<file path="src/rtl/amber_dmem_arb.sv">
// Shares the single-port amber data memory between the core MA stage and the debug/loader port.
// Core has priority unless the core is halted or debug has lost MAX_WAIT times in a row.
module amber_dmem_arb #(
    parameter int ADDR_W   = 12,
    parameter int DATA_W   = 24,
    parameter int MAX_WAIT = 4
) (
    input  logic              iw_clk,
    input  logic              iw_rst,
    input  logic              iw_halt,
    input  logic              iw_c_req,
    input  logic              iw_c_we,
    input  logic [ADDR_W-1:0] iw_c_addr,
    input  logic [DATA_W-1:0] iw_c_wdata,
    output logic              ow_c_stall,
    output logic              ow_c_rvalid,
    output logic [DATA_W-1:0] ow_c_rdata,
    input  logic              iw_d_req,
    input  logic              iw_d_we,
    input  logic [ADDR_W-1:0] iw_d_addr,
    input  logic [DATA_W-1:0] iw_d_wdata,
    output logic              ow_d_gnt,
    output logic              ow_d_rvalid,
    output logic [DATA_W-1:0] ow_d_rdata,
    output logic              ow_m_en,
    output logic              ow_m_we,
    output logic [ADDR_W-1:0] ow_m_addr,
    output logic [DATA_W-1:0] ow_m_wdata,
    input  logic [DATA_W-1:0] iw_m_rdata
);

    typedef enum logic [1:0] {
        OWN_NONE = 2'd0,
        OWN_CORE = 2'd1,
        OWN_DBG  = 2'd2
    } own_t;

    localparam logic [3:0] WAIT_LIMIT = 4'(MAX_WAIT);

    logic [3:0]        r_wait;
    logic [3:0]        wait_nxt;
    own_t              r_rd_own;
    own_t              own_nxt;
    logic [DATA_W-1:0] r_c_rdata;
    logic [DATA_W-1:0] r_d_rdata;
    logic              debug_win;
    logic              core_win;

    // Grants are gated by reset so the memory stays idle while rst is low.
    always_comb begin
        debug_win = iw_rst & iw_d_req & (iw_halt | (r_wait == WAIT_LIMIT) | ~iw_c_req);
        core_win  = iw_rst & iw_c_req & ~debug_win;

        ow_m_en    = 1'b0;
        ow_m_we    = 1'b0;
        ow_m_addr  = '0;
        ow_m_wdata = '0;
        own_nxt    = OWN_NONE;
        if (debug_win) begin
            ow_m_en    = 1'b1;
            ow_m_we    = iw_d_we;
            ow_m_addr  = iw_d_addr;
            ow_m_wdata = iw_d_wdata;
            if (!iw_d_we) own_nxt = OWN_DBG;
        end else if (core_win) begin
            ow_m_en    = 1'b1;
            ow_m_we    = iw_c_we;
            ow_m_addr  = iw_c_addr;
            ow_m_wdata = iw_c_wdata;
            if (!iw_c_we) own_nxt = OWN_CORE;
        end

        wait_nxt = r_wait;
        if (debug_win || !iw_d_req) begin
            wait_nxt = 4'd0;
        end else if (core_win && (r_wait < WAIT_LIMIT)) begin
            wait_nxt = r_wait + 4'd1;
        end

        ow_c_stall = iw_rst & iw_c_req & ~core_win;
        ow_d_gnt   = debug_win;
    end

    always_ff @(posedge iw_clk or negedge iw_rst) begin
        if (!iw_rst) begin
            r_wait    <= 4'd0;
            r_rd_own  <= OWN_NONE;
            r_c_rdata <= '0;
            r_d_rdata <= '0;
        end else begin
            r_wait   <= wait_nxt;
            r_rd_own <= own_nxt;
            if (r_rd_own == OWN_CORE) r_c_rdata <= iw_m_rdata;
            if (r_rd_own == OWN_DBG)  r_d_rdata <= iw_m_rdata;
        end
    end

    // Read data arrives one cycle after the grant; the owner sees it live, the other port holds its last word.
    assign ow_c_rvalid = (r_rd_own == OWN_CORE);
    assign ow_d_rvalid = (r_rd_own == OWN_DBG);
    assign ow_c_rdata  = ow_c_rvalid ? iw_m_rdata : r_c_rdata;
    assign ow_d_rdata  = ow_d_rvalid ? iw_m_rdata : r_d_rdata;

endmodule

</file>
<file path="config.mk">
export PLATFORM = sky130hd
export DESIGN_NAME = amber_dmem_arb
export DESIGN_NICKNAME = d
export VERILOG_FILES = /design/src/rtl/amber_dmem_arb.sv
export SDC_FILE = /design/constraint.sdc
export NUM_CORES = 1
export LEC_CHECK = 0
export ABC_AREA = 0
export CAP_MARGIN = 20
export CORE_MARGIN = 2
export CORE_UTILIZATION = 41
export DETAILED_ROUTE_END_ITERATION = 8
export PLACE_DENSITY_LB_ADDON = 0.05
export SLEW_MARGIN = 20
export SYNTH_ARGS = -nofsm -noshare
export SYNTH_HDL_FRONTEND = slang
export SYNTH_SLANG_ARGS = --single-unit
</file>
<file path="constraint.sdc">
create_clock -name iw_clk -period 3.07 [get_ports iw_clk]
set_input_delay 0.614 -clock iw_clk [delete_from_list [all_inputs] [get_ports iw_clk]]
set_output_delay 0.614 -clock iw_clk [all_outputs]
set_load 0.02 [all_outputs]
</file>
Word level (Yosys, flattened, before mapping)

Index checks and enable logic that the tools add are counted.
Widths: inputs -> output; s select.

Reductions and logical operators: 4
Bitwise gates (word level): 10
Magnitude comparators: 1
Multiplexer cells: 16
Add/sub/neg operators: 1
$mul: 0
Equality and inequality tests: 3
Shifts and indexed selects: 0
Divide/modulo/power cells: 0

Operator list:

| kind                | count |
|---|---|
| $mux 24             | 4 |
| $mux 12             | 2 |
| $mux 4              | 2 |
| $mux 1              | 6 |
| $and 1x1->1         | 5 |
| $add 4x1->4 const B | 1 |
| $eq 4x3->1 const B  | 1 |
| $lt 4x3->1 const B  | 1 |
| $mux 2              | 2 |
| $not 1->1           | 3 |
| $eq 2x1->1 const B  | 1 |
| $eq 2x2->1 const B  | 1 |
| $or 1x1->1          | 2 |
| $reduce_bool 2->1   | 1 |
| $logic_and 1x1->1   | 1 |
| $logic_not 1->1     | 1 |
| $logic_or 1x1->1    | 1 |

Output and inout port bits: 90
Bits in latches: 0
Bits in registers: 54
Memories kept: 0
Memory bits (read-only): 0
Memory bits (writable): 0

Logic depth before layout (Yosys ltp)

Depth after elaboration: 9
Gate-level depth with buffers: 7

Worst setup path before layout

No wires, ideal clock.

Path type: input to output
From: input iw_c_req
To: output ow_m_addr[10]
Data required time: 2.456 ns
Path buffers: 2
Data arrival time: 1.540 ns
Stages: 4
Setup slack: 0.916 ns
Cells stage by stage: buf_2 clkbuf_1 o2111ai_1 a21oi_1

Longest elaborated chain between the ends: 7
Elaborated cells on any way between the ends: 8
Those cells by class: mux: 2; bitwise: 6

Ends and longest elaborated chain:

| element     | RTL line | RTL |
|---|---|---|
| from (decl) | 11       | `input logic iw_c_req,` |
| $not 1->1   | 51       | `debug_win = iw_rst & iw_d_req & (iw_halt \| (r_wait == WAIT_LIMIT) \| ~iw_c_req);` |
| $or 1x1->1  | 51       |  |
| $and 1x1->1 | 51       |  |
| $not 1->1   | 52       | `core_win = iw_rst & iw_c_req & ~debug_win;` |
| $and 1x1->1 | 52       |  |
| $mux 12     | 65       | `end else if (core_win) begin` |
| $mux 12 *   | 59       | `if (debug_win) begin` |
| to (decl)   | 27       | `output logic [ADDR_W-1:0] ow_m_addr,` |

Mark *: on every way between the ends. The rest lies on a longest branch, timed or not.

Worst setup path in the final report

From: register r_wait[0]
To: output ow_m_wdata[10]

Longest elaborated chain between the ends: 8

Ends and longest elaborated chain:

| element                    | RTL line | RTL |
|---|---|---|
| from (decl)                | 40       | `logic [3:0] r_wait;` |
| from (signal assigned)     | 91       | `r_wait <= wait_nxt;` |
| $eq 4x3->1 *               | 51       |  |
| $or 1x1->1 * (2 in series) | 51       |  |
| $and 1x1->1 *              | 51       |  |
| $not 1->1                  | 52       |  |
| $and 1x1->1                | 52       |  |
| $mux 24                    | 65       |  |
| $mux 24 *                  | 59       |  |
| to (decl)                  | 28       | `output logic [DATA_W-1:0] ow_m_wdata,` |

Marked as above.

==> summary.md <==
| Metric | Value |
|---|---|
| Outcome | completed |
| H-tree depth | 2 |
| Initial antenna violation count | 0 |
| Max cap viols | 0 |
| Slowest-stage cell, CP | clkdlybuf4s50_1 |
| Synth Cell Area | 0.003302 mm^2 |
| Achievable Freq | 332.7 MHz |
| Slew @ Worst Pin | 0.6394 ns |
| Gr usage total | 0.2300 |
| First-pass iteration count of the detailed router | 6 |
| Worst Skew | 0.004192 ns |
| Synth cell types | 30 |
| Post-DRT Antenna Nets | 0 |
| CP cell instances | inv_1 -> ha_1 -> nand4b_2 -> buf_12 -> o2111ai_1 -> a21oi_2 -> clkdlybuf4s50_1 |
| WP buf/inv | 3 |
| Vias/cell | roughly 5.6 |
| CTS Hold Bufs | 0 |
| RSZ-0062 raised after global routing | true |
| Setup ws final | 0.06402 ns |
| Clk_lat worst skew | 0.31 ns |
| Final slew viol count | 0 |
| DRC | 0 |
| DP HPWL | 7.518 mm |
| CTS Buffer Depth | 2 |
| Post-Route WL | 10.37 mm |
| Post-CTS setup buffers | 0 |
| Maximum fanout along the worst path | 29 |
| Fin crit share | 0.9791 |
| IO Count | roughly 190 |
| Slew Limit Headroom | 0.5737 |
| Sequential share of the synthesized area | 0.4092 |
| Num CTS Buffers | 5 |
| Core area | 0.007767 mm^2 |
| VDD IR max | 0.0001791 V |
| Syn nets | 390 |
| Largest stage delay, worst path | between 0.6 and 0.7 ns |
| Hold Path Class | primary input to asynchronous set/reset pin |
| Pre-CTS WS | 0.04170 ns |
| First-pass GRT wire length | 16.00 mm |
| Mapped Cells | 285 |
| Pwr/cell area | around 440 mW/mm^2 |
| Number of global-route vias before repair | 3222 |
| Final min period | 3.006 ns |
| Antenna diodes | 0 |
| Port-buffer cells | 192 |
| Setup CP Type | flop to output pin |
| Routability cong. | 0.8200 |
| CTS Sinks | between 50 and 60 |
| First DRT Iteration DRCs | 145 |
| Std cell rows | 32 |
| Largest net degree at the start of global routing | between 50 and 60 |
| Final Hold Slack | 0.1160 ns |
| Number of synthesized flops with an enable pin | 0 |
| WP data arrival | 2.39 ns |
| Flop and latch count out of synthesis | 54 |
| Area grow syn2layout | 65.86% |
| Clock slew at reported path FFs | 0.10 ns |
| Die Y | around 94 um |
| Mean post-synth cell area | 11.59 um^2 |
| CTS root buf | clkbuf_8 |
| Synth warn | 0 |
| R2R setup slack | 1.29 ns |
| Total Nets Final | about 570 |
| Congestion Overflow GR | 0 |
| DR WL/cell | approximately 18 um |
| CP delay by family, top | buffers and inverters |
| Vias | 3174 |
| Initial Utilization | 0.4251 |
| Die ar. | 0.008787 mm^2 |
| TritonCTS clock tree | yes |
| Crit end category | output pin |
| Leakage | 0.002394 uW |
| Ys async rst share | 1.000 |
| Die W | 93.74 um |
| Startpoint Class | flop |
| Final Hold Violating Endpoints | 0 |
| Top_reg_cell synth | dfrtp_1 |
| Layout cells sized above 1 | 0.2581 |
| Final setup vio count | 0 |
| WP data required | roughly 2.5 ns |
==> final timing paths <==
kind / to / start / cells after the start
max in group asynchronous: r_d_rdata[22]$_DFF_PN0_ / iw_rst / 2
min in group iw_clk: r_c_rdata[4]$_DFF_PN0_ / r_c_rdata[4]$_DFF_PN0_ / 1
max: ow_m_wdata[10] / r_wait[0]$_DFFE_PN0P_ / 7
min reg2reg: r_c_rdata[4]$_DFF_PN0_ / r_c_rdata[4]$_DFF_PN0_ / 1
max reg2reg: r_wait[2]$_DFFE_PN0P_ / r_wait[0]$_DFFE_PN0P_ / 7
min: r_wait[3]$_DFFE_PN0P_ / iw_rst / 1
==> layer usage <==
layer  GRT usage  share of wire  vias up
li1            -              -     1466
met1      0.2719           0.40     1551
met2      0.4143           0.51      140
met3     0.05297          0.079       17
met4     0.06643          0.017        0
met5           0              0        -
==> state kept, by name (all words and copies together), names as in the netlist <==
register / count
r_c_rdata: 24
r_d_rdata: 24
r_rd_own: 2
r_wait: 4
==> synth_stat cells, types with 2 or more instances <==
cell type | number | area (um^2)
a211oi_1 | 2 | 15.01
a21oi_1 | 17 | 85.08
a21oi_2 | 20 | 175.2
and3_1 | 3 | 18.77
buf_2 | 20 | 100.1
buf_4 | 6 | 45.04
buf_8 | 2 | 30.03
clkbuf_1 | 10 | 37.54
dfrtp_1 | 54 | 1351
ha_1 | 2 | 25.02
inv_1 | 6 | 22.52
mux2_2 | 48 | 540.5
nand2_1 | 3 | 11.26
nor2_1 | 3 | 11.26
o2111ai_1 | 37 | 324.1
o211ai_1 | 17 | 127.6
o211ai_2 | 21 | 262.8
o2bb2ai_1 | 2 | 17.52
==> worst reg2reg max path, cell delays in order (launching register included) <==
cell	delay [ns]
dfrtp_1	0.39
inv_1	0.11
ha_1	0.20
and3b_2	0.24
buf_6	0.20
o211ai_2	0.11
buf_4	0.17
a32o_1	0.25
==> layout by cell type (no fill, tap or decap), types with 7 or more instances in the layout <==
cell type	instances
mux2_2	48
a21oi_2	20
o211ai_2	21
o211ai_1	17
a21oi_1	17
clkdlybuf4s50_1	166
buf_4	7
dlymetal6s2s_1	24
o2111ai_1	37
dfrtp_1	54
==> cell families after synthesis <==
kind of cell | after synthesis | share of synthesized area
simple gates | 16 | 0.03183
flops | 54 | 0.4092
mux | 48 | 0.1637
fa+ha+maj | 2 | 0.007577
buf+inv | 46 | 0.07579
compound gates | 119 | 0.3119
==> stage by stage <==
stage / power (uW) / util / TNS, ns / instances / area, um^2
2_1_floorplan: 1456 / - / 0 / 285 / 3302
3_3_place_gp: 2012 / 0.6833 / 0 / 555 / 5308
3_5_place_dp: 2038 / 0.6833 / 0 / 555 / 5308
4_1_cts: 2458 / 0.6964 / 0 / 563 / 5409
5_1_grt: 2552 / 0.7051 / -0.07098 / 563 / 5477
6_report: 2429 / 0.7051 / 0 / 563 / 5477
==> what timing repair did <==
item	4_1_cts	5_1_grt
cloned	0	0
endpoints found under the setup margin	16	30
gates resized for setup	1	26
==> cell type report <==
class	instances	area (um^2)
repair buffers	207	2171
clock buffers	5	68.82
clock inverters	3	28.78
well taps	102	127.6
multi-input cells	185	1703
inverters	7	26.28
flip-flops and latches	54	1351
fillers	610	2291
==> report_power, final <==
part	switching, uW	total [uW]	internal (uW)
registers	35.6	893	858
logic	531	1120	587
clock network	248	418	169
total	815	2430	1610
No activity file was read; power rests on OpenSTA's default activity.
